**config.mk**
```make
export PLATFORM = sky130hd
export DESIGN_NAME = shiftregister_rotate_controller
export DESIGN_NICKNAME = d
export VERILOG_FILES = /design/src/rtl/shiftreg_ctrl_pkg.sv /design/src/rtl/ring_register_datapath.sv /design/src/rtl/shiftregister_rotate_controller.sv
export SDC_FILE = /design/constraint.sdc
export NUM_CORES = 1
export LEC_CHECK = 0
export ABC_AREA = 0
export CELL_PAD_IN_SITES_DETAIL_PLACEMENT = 2
export CELL_PAD_IN_SITES_GLOBAL_PLACEMENT = 2
export CORE_AREA = 2 2 63 65
export DETAILED_ROUTE_END_ITERATION = 10
export DIE_AREA = 0 0 65 67
export GPL_TIMING_DRIVEN = 0
export PLACE_DENSITY_LB_ADDON = 0.05
export SYNTH_ARGS = -nofsm -noshare
export SYNTH_HDL_FRONTEND = slang
export SYNTH_SLANG_ARGS = --single-unit
export TNS_END_PERCENT = 10
```
**constraint.sdc**
```tcl
create_clock -name clockpulse -period 1.6 [get_ports clockpulse]
set_input_delay 0.48 -clock clockpulse [delete_from_list [all_inputs] [get_ports clockpulse]]
set_output_delay 0.48 -clock clockpulse [all_outputs]
set_load 0.05 [all_outputs]
```
**src/rtl/shiftreg_ctrl_pkg.sv**
```systemverilog
// shiftreg_ctrl_pkg: shared state encoding, default sizes and rotate-direction codes.
package shiftreg_ctrl_pkg;
  localparam int DEF_WIDTH = 5;
  localparam int DEF_COUNT_WIDTH = 4;
  localparam logic ROT_RIGHT = 1'b0;
  localparam logic ROT_LEFT = 1'b1;
  typedef enum logic [1:0] {
    IDLE  = 2'd0,
    SHIFT = 2'd1,
    DONE  = 2'd2
  } state_e;
endpackage

```
**src/rtl/ring_register_datapath.sv**
```systemverilog
// ring_register_datapath: ring register with preset and one-step rotation.
// The complement output is registered alongside so both come straight from flops.
module ring_register_datapath
  import shiftreg_ctrl_pkg::*;
#(
  parameter int WIDTH = DEF_WIDTH
) (
  input  logic             clk,
  input  logic             clear,
  input  logic             load,
  input  logic [WIDTH-1:0] pattern,
  input  logic             shift_en,
  input  logic             dir,
  output logic [WIDTH-1:0] signal_q,
  output logic [WIDTH-1:0] signal_q_
);
  logic [WIDTH-1:0] ring_d;
  always_comb
    ring_d = load ? pattern
           : shift_en ? ((dir == ROT_LEFT) ? {signal_q[WIDTH-2:0], signal_q[WIDTH-1]}
                                           : {signal_q[0], signal_q[WIDTH-1:1]})
           : signal_q;
  always_ff @(posedge clk or posedge clear) begin
    if (clear) begin
      signal_q  <= '0;
      signal_q_ <= '1;
    end else begin
      signal_q  <= ring_d;
      signal_q_ <= ~ring_d;
    end
  end
endmodule

```
**src/rtl/shiftregister_rotate_controller.sv**
```systemverilog
// shiftregister_rotate_controller: presets a ring register, rotates it a programmed number of steps with hold.
// Define ROTATE_DIR_EN to add the dir input (0 = right, 1 = left), sampled on every shift edge.
module shiftregister_rotate_controller
  import shiftreg_ctrl_pkg::*;
#(
  parameter int WIDTH       = DEF_WIDTH,
  parameter int COUNT_WIDTH = DEF_COUNT_WIDTH
) (
  input  logic                   clockpulse,
  input  logic                   clear,
  input  logic                   start,
  input  logic [WIDTH-1:0]       pattern,
  input  logic [COUNT_WIDTH-1:0] steps,
  input  logic                   hold,
`ifdef ROTATE_DIR_EN
  input  logic                   dir,
`endif
  output logic [WIDTH-1:0]       signal_q,
  output logic [WIDTH-1:0]       signal_q_,
  output logic                   busy,
  output logic                   done,
  output logic [COUNT_WIDTH-1:0] remaining
);
  state_e                 state_q;
  logic [COUNT_WIDTH-1:0] remaining_q;
  logic                   busy_q;
  logic                   done_q;
  logic                   load;
  logic                   shift_en;
  logic                   rot_dir;
`ifdef ROTATE_DIR_EN
  assign rot_dir = dir;
`else
  assign rot_dir = ROT_RIGHT;
`endif
  assign load      = (state_q == IDLE) && start;
  assign shift_en  = (state_q == SHIFT) && !hold && (remaining_q != '0);
  assign remaining = remaining_q;
  assign busy      = busy_q;
  assign done      = done_q;
  always_ff @(posedge clockpulse or posedge clear) begin
    if (clear) begin
      state_q     <= IDLE;
      remaining_q <= '0;
      busy_q      <= 1'b0;
      done_q      <= 1'b0;
    end else begin
      case (state_q)
        IDLE: if (start) begin
          remaining_q <= steps;
          state_q     <= (steps != '0) ? SHIFT : DONE;
          busy_q      <= (steps != '0);
          done_q      <= (steps == '0);
        end
        SHIFT: if (!hold) begin
          remaining_q <= (remaining_q != '0) ? remaining_q - 1'b1 : '0;
          if (remaining_q <= COUNT_WIDTH'(1)) begin
            state_q <= DONE;
            busy_q  <= 1'b0;
            done_q  <= 1'b1;
          end
        end
        DONE: begin
          state_q <= IDLE;
          done_q  <= 1'b0;
        end
        default: begin
          state_q <= IDLE;
          busy_q  <= 1'b0;
          done_q  <= 1'b0;
        end
      endcase
    end
  end
  ring_register_datapath #(.WIDTH(WIDTH)) u_ring (
    .clk      (clockpulse),
    .clear    (clear),
    .load     (load),
    .pattern  (pattern),
    .shift_en (shift_en),
    .dir      (rot_dir),
    .signal_q (signal_q),
    .signal_q_(signal_q_)
  );
endmodule

```
==> results.py, run 1 <==
metrics = {
    "status": {
        "outcome": "completed",
    },
    "cells_and_area": {
        "n_fill_cell": 400,
        "area_growth_syn_to_layout_pct": 50.1,
        "nNetsFinal": 124,
        "layout-drive-gt1-share_pct": 43.6,
        "final_util_pct": 36.5,
        "layout.cells.non_filler": 158,
        "antennaDiodeCount": 0,
    },
    "detailed_routing": {
        "via_per_inst": 5.04,
        "routed_wl_um": 2670,
        "firstDrtPassIters": 4,
        "ant_nets": 0,
        "drtIter0Drc": 37,
        "remaining_drc_errors": 0,
        "wl_per_cell_um": 16.9,
        "via_count": 796,
    },
    "yosys": {
        "syn_avg_cell_area_um2": 11.4,
        "yosys.area.top_type": "dfrtp_1",
        "synth_area_um2": 876,
        "netlist_instances": 77,
        "synth.distinct_cells": 29,
        "yosysWarningCount": 0,
        "synth_top_cell_area_share_pct": 34.3,
        "yosysSeqAreaShare_pct": 49.3,
        "synthesis.nets": 90,
        "synth_seq_cells": 17,
        "ys_top_cells_by_area": "dfrtp_1, dfstp_2, nor4b_1",
    },
    "setup_path": {
        "path_class": "flip-flop to flip-flop",
        "cp-start-kind": "flip-flop",
        "crit_buf_inv": 0,
        "crit_path_end_kind": "flip-flop",
        "cpMaxStageDelayCell": "or4b_4",
        "required_ps": 1730,
        "crit_fanout": 6,
        "critPathMaxStageDelay_ps": 530,
        "r2r_end": "remaining[3]",
        "path_delay_family": "simple AND/OR/NAND/NOR gates",
        "rr_startpoint": "remaining[1]",
        "arrival_ps": 1720,
        "reg2reg_slack_ps": 10,
        "r2r_cells": 3,
        "path_depth": 3,
        "crit_path_cell_trace": "or4b_4 -> a221o_1 -> a22o_1",
    },
    "global_route": {
        "grt_pass1_wl_um": 4310,
        "globalRouteTotalUtil_pct": 13.2,
        "grt_max_degree": 18,
        "grt_pass1_vias": 858,
        "grt-ovfl-total": 0,
        "antenna_found_initial": 0,
    },
    "timing": {
        "finalCritPeriodShare_pct": 99.1,
        "finalSetupViolCount": 0,
        "slew_headroom_pct": 55.8,
        "fin_skew_ps": 5.81,
        "final-hold-violation-count": 0,
        "max_freq_mhz": 630,
        "drv_slew": 0,
        "tightest_slew_ps": 663,
        "period_needed_ps": 1590,
        "rsz0062_at_grt": "true",
    },
    "power_and_ir_drop": {
        "vdd_ir_drop_max_mv": 0.773,
        "powerDensity_nw_per_um2": 2370,
        "seq_power_share_pct": 29.7,
        "leakagePower_uw": 0.000515,
        "combinationalPowerShare_pct": 60.0,
        "p_int_uw": 1550,
        "p_switching_uw": 1570,
        "clockPowerShare_pct": 10.3,
        "switching_share_pct": 50.4,
    },
    "clock_tree": {
        "cts_tree": "built",
        "numCtsBuffers": 3,
        "cts_root_buf": "clkbuf_8",
        "ctsHtreeMaxLevel": 1,
        "cts_sinks": 17,
        "cts_setup_buffers": 0,
        "insertion_delay_ps": 250,
        "clockBufferDepth": 2,
        "clk_pin_slew_worst_paths_ps": 70,
    },
    "floorplanning": {
        "chipHeight_um": 67,
        "die-area_um2": 4360,
        "fp.dieW_um": 65,
        "io_pins": 29,
        "core_um2": 3610,
        "row_count": 22,
        "start_util_pct": 24.3,
    },
    "placed_design": {
        "globalplace.congestion": 0.760,
        "dp.cells": 153,
        "place_hpwl_um": 1900,
        "port_buffers": 28,
    },
    "hold_path": {
        "hp-class": "flip-flop to flip-flop",
        "hold_path.startpoint": "busy",
        "whs_path_depth": 1,
        "hold_end": "busy",
    },
    "flow_run": {
        "cap_violations": 0,
    },
}
[worst reg2reg max path, delay by kind of cell, from the launching register on]
kind               cells  cell delay (ps)
and+or+nand+nor        1              530
AOI/OAI and AO/OA      2              480
DFF                    1              460
[cells in the final DEF (no fill, tap or decap), drive strengths merged, types with 5 or more instances in the layout]
cell type and instances:
buf 13, dfrtp 12, clkdlybuf4s50 10, clkbuf 8, nor4b 7, clkdlybuf4s15 7, a221o 6, a221oi 6
dfstp 5
[area by class of cell]
cell class / count / area (um2) / area share (%)
plain buffers: 5 / 38.8 / 2.95
clock buffers: 4 / 45.0 / 3.43
inverters: 3 / 11.3 / 0.856
multi-input cells: 52 / 477 / 36.3
flip-flops and latches: 17 / 439 / 33.4
well taps: 48 / 60.1 / 4.57
repair buffers: 29 / 244 / 18.6
[cells by family after synthesis]
logic type	Yosys count	share of synthesized area [%]
buf+inv	8	4.57
simple gates	29	23.7
flops	17	49.3
compound gates	22	21.1
mux	1	1.29
[routing by layer]
layer	part of all wire (%)	GRT usage, %
met5	0	0
met4	0.86	4.79
met3	4.7	2.03
met2	51	21.8
met1	44	17.5
[what timing repair did]
| action | CTS | global route |
|---|---|---|
| pin swaps | 1 | 2 |
| hold buffers | 0 | 0 |
| resized for setup | 64 | 26 |
| gates cloned | 0 | 1 |
| endpoints found under the setup margin | 29 | 21 |
[power by group through the flow]
stage | logic, uW | clock network (uW) | registers, uW
2_1_floorplan | 678 | 0 | 1520
6_report | 1870 | 321 | 927
4_1_cts | 1830 | 340 | 919
3_3_place_gp | 1890 | 0 | 893
3_5_place_dp | 1910 | 0 | 903
5_1_grt | 2010 | 359 | 976
[worst max-delay path by stage]
stage / from / endpoint / slack [ps]
floorplan: remaining[1] / remaining[3] / -50
global placement: hold / u_ring.signal_q[1] / -540
detailed placement: hold / u_ring.signal_q[1] / -550
CTS: hold / u_ring.signal_q[2] / -100
global route: remaining[1] / remaining[3] / -40
finish: remaining[1] / remaining[3] / 10
[cell usage after synthesis (all sizes together)]
library cell   n
dfrtp         12
nor4b          7
a221o          6
a221oi         6
dfstp          5
nor2b          4
nor4           4
buf            3
inv            3
nand2b         3
nor2           3
o22ai          3
a21o           2
and2b          2
clkbuf         2
or2            2
a21oi          1
a22o           1
a22oi          1
a32oi          1
mux2           1
nor3b          1
o2bb2ai        1
or3            1
or3b           1
or4b           1
[metrics by stage]
step / hold WS [ps] / setup WS (ps) / area [um2] / power, uW / setup TNS, ps
global placement: 466 / -541 / 1230 / 2780 / -8780
finish: 483 / 13.8 / 1320 / 3120 / 0
global route: 526 / -42.6 / 1320 / 3350 / -166
detailed placement: 470 / -555 / 1230 / 2810 / -8870
floorplan: 402 / -46.1 / 892 / 2200 / -145
CTS: 491 / -95.7 / 1270 / 3090 / -640
[flip-flops by register name, summed over array words and instances (netlist names)]
signal            cells
remaining             4
u_ring.signal_q       5
state_q               2
u_ring.signal_q_      5
busy                  1
Note: power is estimated with default switching activity, not from simulation.
==> run 2: changes to the inputs <==
- ABC_CLOCK_PERIOD_IN_PS: not set -> 1600
- SLEW_MARGIN: not set -> 40
==> results of run 2 <==
Same layout as run 1: the final DEF is identical, and so are final timing and power.
==> run 3: changes to the inputs <==
- ABC_AREA: 0 -> 1
- CORE_AREA: 2 2 63 65 -> 2 2 71 73
- CTS_CLUSTER_DIAMETER: not set -> 200
- CTS_CLUSTER_SIZE: not set -> 16
- DIE_AREA: 0 0 65 67 -> 0 0 73 75
==> run 3 against run 2 <==
Against the previous run: clock-buffer cell count did not move; maximum frequency up 2.8%; clock skew decreased by 1.6 ps; sequential power down 4.9%; wire length is 19% higher; via count increased by 27%; largest cell class unchanged.
==> results.py, run 3 <==
metrics = {
    "status": {
        "outcome": "completed",
    },
    "placed_design": {
        "place_hpwl_um": 2400,
        "globalplace.congestion": 0.752,
        "port_buffers": 28,
        "pre_cts_ws_ps": -178,
    },
    "yosys": {
        "syn_avg_cell_area_um2": 7.61,
        "synthesis.nets": 149,
        "synth_area_um2": 1030,
        "synth_async_sr_flop_share_pct": 100,
        "synth_top_cell_area_share_pct": 29.0,
        "synth_seq_cells": 17,
        "synth_most_common_cell": "nand2_1",
        "yosysSeqAreaShare_pct": 41.7,
        "yosys.area.top_type": "dfrtp_1",
        "netlist_instances": 136,
        "yosysWarningCount": 0,
        "synth_top_cells_by_count": "nand2_1, nand3_1, dfrtp_1",
        "synth.distinct_cells": 21,
        "ys_top_cells_by_area": "dfrtp_1, nand2_1, dfstp_2",
        "synthFlopType": "dfrtp_1",
        "synth_edf_count": 0,
    },
    "timing": {
        "tightest_slew_ps": 428,
        "period_needed_ps": 1540,
        "drv_slew": 0,
        "slew_headroom_pct": 71.3,
        "max_freq_mhz": 648,
        "rsz0062_at_grt": "false",
        "finalCritPeriodShare_pct": 96.4,
        "fin_skew_ps": 4.24,
        "final-hold-violation-count": 0,
        "worst_slack_ps": 57.3,
        "finalSetupViolCount": 0,
    },
    "detailed_routing": {
        "drtIter0Drc": 44,
        "firstDrtPassIters": 3,
        "wl_per_cell_um": 14.3,
        "remaining_drc_errors": 0,
        "routed_wl_um": 3180,
        "via_per_inst": 4.55,
        "via_count": 1014,
        "ant_nets": 0,
    },
    "setup_path": {
        "cp-start-kind": "flip-flop",
        "arrival_ps": 1060,
        "reg2reg_slack_ps": 240,
        "path_delay_family": "flip-flops",
        "crit_buf_inv": 1,
        "critPathMaxStageDelay_ps": 410,
        "r2r_end": "u_ring.signal_q[3]",
        "path_class": "flip-flop to output pin",
        "rr_startpoint": "remaining[2]",
        "r2r_cells": 6,
        "crit_path_cell_trace": "clkdlybuf4s15_2",
        "crit_path_end_kind": "output pin",
        "required_ps": 1120,
        "crit_fanout": 4,
        "cpMaxStageDelayCell": "dfrtp_1",
    },
    "hold_path": {
        "hold_path.startpoint": "busy",
        "hold_end": "busy",
        "whs_path_depth": 2,
        "hp-class": "flip-flop to flip-flop",
    },
    "floorplanning": {
        "chipHeight_um": 75,
        "fp.dieW_um": 73,
        "start_util_pct": 22.2,
        "die-area_um2": 5480,
        "io_pins": 29,
        "core_um2": 4660,
        "row_count": 25,
    },
    "flow_run": {
        "cap_violations": 0,
    },
    "clock_tree": {
        "numCtsBuffers": 3,
        "clk_pin_slew_worst_paths_ps": 80,
        "cts_root_buf": "clkbuf_8",
        "cts_tree": "built",
        "ctsHtreeMaxLevel": 1,
        "clockBufferDepth": 2,
        "insertion_delay_ps": 260,
        "cts_sinks": 17,
    },
    "cells_and_area": {
        "antennaDiodeCount": 0,
        "nNetsFinal": 183,
        "layout-drive-gt1-share_pct": 31.4,
        "final_cell_mix": "nand2_1, nand3_1, dfrtp_1, clkdlybuf4s50_1, nand3_2",
        "layout_commonest_cell": "nand2_1",
        "n_fill_cell": 559,
        "area_growth_syn_to_layout_pct": 35.4,
    },
    "global_route": {
        "globalRouteTotalUtil_pct": 12.9,
        "grt_max_degree": 18,
        "grt-ovfl-total": 0,
        "grt_pass1_wl_um": 5320,
        "antenna_found_initial": 0,
        "grt_pass1_vias": 1070,
    },
    "power_and_ir_drop": {
        "leakagePower_uw": 0.000684,
        "powerDensity_nw_per_um2": 2370,
        "vdd_ir_drop_max_mv": 0.636,
        "power.total_uw": 3320,
    },
}
run 3: layer usage:
| metal | vias to the layer above | global-route usage (%) | share of wire, % |
|---|---|---|---|
| met3 | 2 | 2.01 | 2.7 |
| met5 | - | 0 | 0 |
| met4 | 0 | 4.94 | 0.79 |
| met1 | 502 | 15.8 | 45 |
| li1 | 495 | - | - |
| met2 | 15 | 22.8 | 52 |
run 3: cell families after synthesis:
kind of cell / Yosys count / synth area share [%]
and+or+nand+nor: 99 / 47.9
DFF: 17 / 41.7
buffers and inverters: 16 / 7.38
AOI/OAI and AO/OA: 4 / 3.02
run 3: through the flow:
stage | area, um2 | utilization (%) | setup TNS (ps) | hold slack, ps | instances
final | 1400 | 30.1 | 0 | 473 | 223
after global routing | 1400 | 30.1 | 0 | 506 | 223
after CTS | 1410 | 30.2 | 0 | 482 | 222
after detailed placement | 1380 | 29.7 | -3500 | 463 | 218
after global placement | 1380 | 29.7 | -2780 | 459 | 218
after floorplan | 1030 | - | 0 | 402 | 136
run 3: power by group:
group          internal, uW  total, uW  switching, uW  leakage [uW]
Clock                   177        343            166     0.0000228
Sequential              690        882            192      0.000200
Combinational           585       2100           1510      0.000461
run 3: how the worst max path moves through the flow:
| stage | from | end | slack [ps] | cells past startpoint |
|---|---|---|---|---|
| floorplan | remaining[2] | u_ring.signal_q[0] | 210 | 6 |
| global placement | u_ring.signal_q_[0] | signal_q_[0] | -170 | 1 |
| detailed placement | u_ring.signal_q_[1] | signal_q_[1] | -180 | 1 |
| CTS | busy | busy | 10 | 1 |
| global route | remaining[0] | remaining[0] | 2 | 1 |
| finish | u_ring.signal_q[2] | signal_q[2] | 60 | 1 |
run 3: layout make-up:
| type | instances | area, um2 | share of cell area (%) |
|---|---|---|---|
| plain buffers | 3 | 27.5 | 1.96 |
| clock buffers | 4 | 45.0 | 3.21 |
| inverters | 13 | 48.8 | 3.48 |
| multi-input cells | 103 | 527 | 37.6 |
| flip-flops and latches | 17 | 432 | 30.8 |
| well taps | 54 | 67.6 | 4.82 |
| repair buffers | 29 | 254 | 18.1 |
run 3: what timing repair did:
action                     CTS  global route
setup endpoints to repair   16             4
resized for setup           59             6
cloned                       0             0
setup buffers                0             0
hold buffers                 0             0
run 3: worst min-delay path: cells and delay by family (launching register included):
kind | cells | cell delay [ps]
and+or+nand+nor | 2 | 100
DFF | 1 | 340
==> edit: new RTL, flow settings as in run 1 <==
The package constant `DEF_WIDTH` goes from 5 to 10.
--- a/src/rtl/shiftreg_ctrl_pkg.sv
+++ b/src/rtl/shiftreg_ctrl_pkg.sv
@@ -1,6 +1,6 @@
 // shiftreg_ctrl_pkg: shared state encoding, default sizes and rotate-direction codes.
 package shiftreg_ctrl_pkg;
-  localparam int DEF_WIDTH = 5;
+  localparam int DEF_WIDTH = 10;
   localparam int DEF_COUNT_WIDTH = 4;
   localparam logic ROT_RIGHT = 1'b0;
   localparam logic ROT_LEFT = 1'b1;
Interface: changed (resized pattern, signal_q and signal_q_); port bits go from 29 to 44. No check against the original RTL was run, so the function may have changed too.
==> edit against run 1 <==
The flow now finishes with violations (negative setup slack). Setup slack lost 0.14 ns. Fmax shrank 8.3%. Global-route usage grew 14 points. First-iteration DRC count grew to 2.9 times the old value. Sequential cell count grew 10. Clock skew shrank 0.00060 ns. Utilization grew 23 points. Routed wire length grew 130%. Synthesized area grew 57%. Sequential power grew 55%. Critical path type unchanged. Total power grew 77%. Critical path depth grew 3. Design area grew 62%.
==> edit: results (changes against run 1) <==
* Largest voltage drop on the vdd net at 0.00108 V (+39%)
* Start of the worst register-to-register path: state_q[1]
* Wire length of the first global-routing pass at 8.67 mm (+100%)
* GR Util All Layers at 27.5% (+14 points)
* Share of cell area taken by muxes after synthesis at 2.18% (+0.90 points)
* Met2 wirelength from detailed routing at 3.26 mm (+140%)
* Post-Synthesis Net Count at 134 (+49%)
* Number of global-route vias before repair at 1467 (+71%)
* Worst-skew pair later-pin latency at 0.28 ns (+0.03 ns)
* Cell types with the highest counts after synthesis: sky130_fd_sc_hd__dfrtp_1 (17), sky130_fd_sc_hd__a221o_1 (11), sky130_fd_sc_hd__a221oi_1 (11), sky130_fd_sc_hd__nor2b_1 (11), sky130_fd_sc_hd__nor4b_1 (11)
* Largest net degree at the start of global routing at 28 (+10)
* Final worst hold slack at 0.560 ns (+0.0771 ns)
* Worst Reg2Reg Path Length in Cells at 6 (+3)
* Wl on met1 at 2.33 mm (+100%)
* Max transition margin at 58.5% (+2.7 points)
* Static leakage at 0.843 nW (+64%)
* Share of the yosys chip area belonging to registers at 50.0% (+0.76 points)
* Sum of met3 wire segment lengths after detailed routing at 335 µm (+170%)
* Status: complete, but fails checks
* Critical path data arrival time at 1.89 ns (+0.17 ns)
* Largest cells by area after synthesis: sky130_fd_sc_hd__dfrtp_1 (31%), sky130_fd_sc_hd__dfstp_2 (19%), sky130_fd_sc_hd__a221o_1 (8.0%)
* Total vias in the final route at 1366 (+72%)
* Worst Setup Slack, final at -0.129 ns (-0.143 ns)
* Final setup violation count at 21 (+21)
* Stage delay of the slowest cell on the critical path at 0.42 ns (-0.11 ns)
* Iteration-0 DRC count of the detailed router at 106 (+190%)
* Port-buffer cells at 43 (+54%)
* Failing checks: negative setup slack
* Net count of the finished layout at 186 (+50%)
edit: cell count changes in the layout (fill, tap and decap cells not counted), sizes merged, moves of 4 or more:
cell / run 1 / this run
nor4b: 7 / 11
dfrtp: 12 / 17
nor2b: 4 / 11
buf: 13 / 26
a221o: 6 / 11
dfstp: 5 / 10
a221oi: 6 / 11
clkdlybuf4s50: 10 / 15
clkdlybuf4s15: 7 / 11
edit: how the worst max path moves through the flow:
stage / slack [ns] / end / cells after the start / startpoint
4_1_cts: -0.13 / u_ring.signal_q[7] / 5 / state_q[1]
2_1_floorplan: -0.22 / u_ring.signal_q[4] / 6 / state_q[1]
3_5_place_dp: -0.68 / u_ring.signal_q[7] / 5 / start
5_1_grt: -0.19 / u_ring.signal_q[6] / 6 / state_q[1]
6_report: -0.13 / u_ring.signal_q[6] / 6 / state_q[1]
3_3_place_gp: -0.66 / state_q[0] / 6 / start
edit: repair_timing:
item,CTS,global route
gates cloned,1,0
setup endpoints to repair,51,44
buffers inserted,4,0
pin swaps,3,2
resized for setup,121,31
edit: area by class of cell:
type                    count  area (µm²)  area share (%)
multi-input cells          71         753            35.4
flip-flops and latches     27         693            32.6
repair buffers             48         443            20.8
plain buffers              10         103            4.82
well taps                  48        60.1            2.82
clock buffers               3        41.3            1.94
inverters                   7        30.0            1.41
clock inverters             1        5.00           0.235
edit: cells by family (layout without fill, tap and decap cells):
logic type,after synthesis,count (layout)
AO/OA/AOI/OAI,32,32
buffers and inverters,18,69
flip-flops,27,27
multiplexers,3,3
AND/OR/NAND/NOR,36,36
edit: where the power goes:
part | internal, mW | total [mW] | switching [mW]
clock | 0.175 | 0.412 | 0.237
sequential | 1.11 | 1.44 | 0.330
combinational | 1.31 | 3.66 | 2.35
edit: worst register-to-register path: stages (launching register included):
cell                      delay (ns)
sky130_fd_sc_hd__dfrtp_2        0.42
sky130_fd_sc_hd__buf_6          0.12
sky130_fd_sc_hd__buf_4          0.16
sky130_fd_sc_hd__nor3b_4        0.23
sky130_fd_sc_hd__buf_6          0.19
sky130_fd_sc_hd__nor2b_1        0.11
sky130_fd_sc_hd__a221o_1        0.38
edit: through the flow:
step	instances	setup TNS, ns	utilization [%]	setup WS, ns	instance area (µm²)
2_1_floorplan	116	-3.87	-	-0.224	1380
3_3_place_gp	207	-20.39	51.8	-0.659	1870
3_5_place_dp	207	-22.11	51.8	-0.682	1870
4_1_cts	215	-1.66	54.9	-0.132	1980
5_1_grt	215	-2.09	59.0	-0.193	2130
6_report	215	-1.26	59.0	-0.129	2130
edit: per-layer routing:
metal  track usage (%)  vias to the layer above
met2              51.2                       71
met3              2.87                       22
met5                 0                        -
met4              11.7                        0
met1              32.0                      709
li1                  -                      564
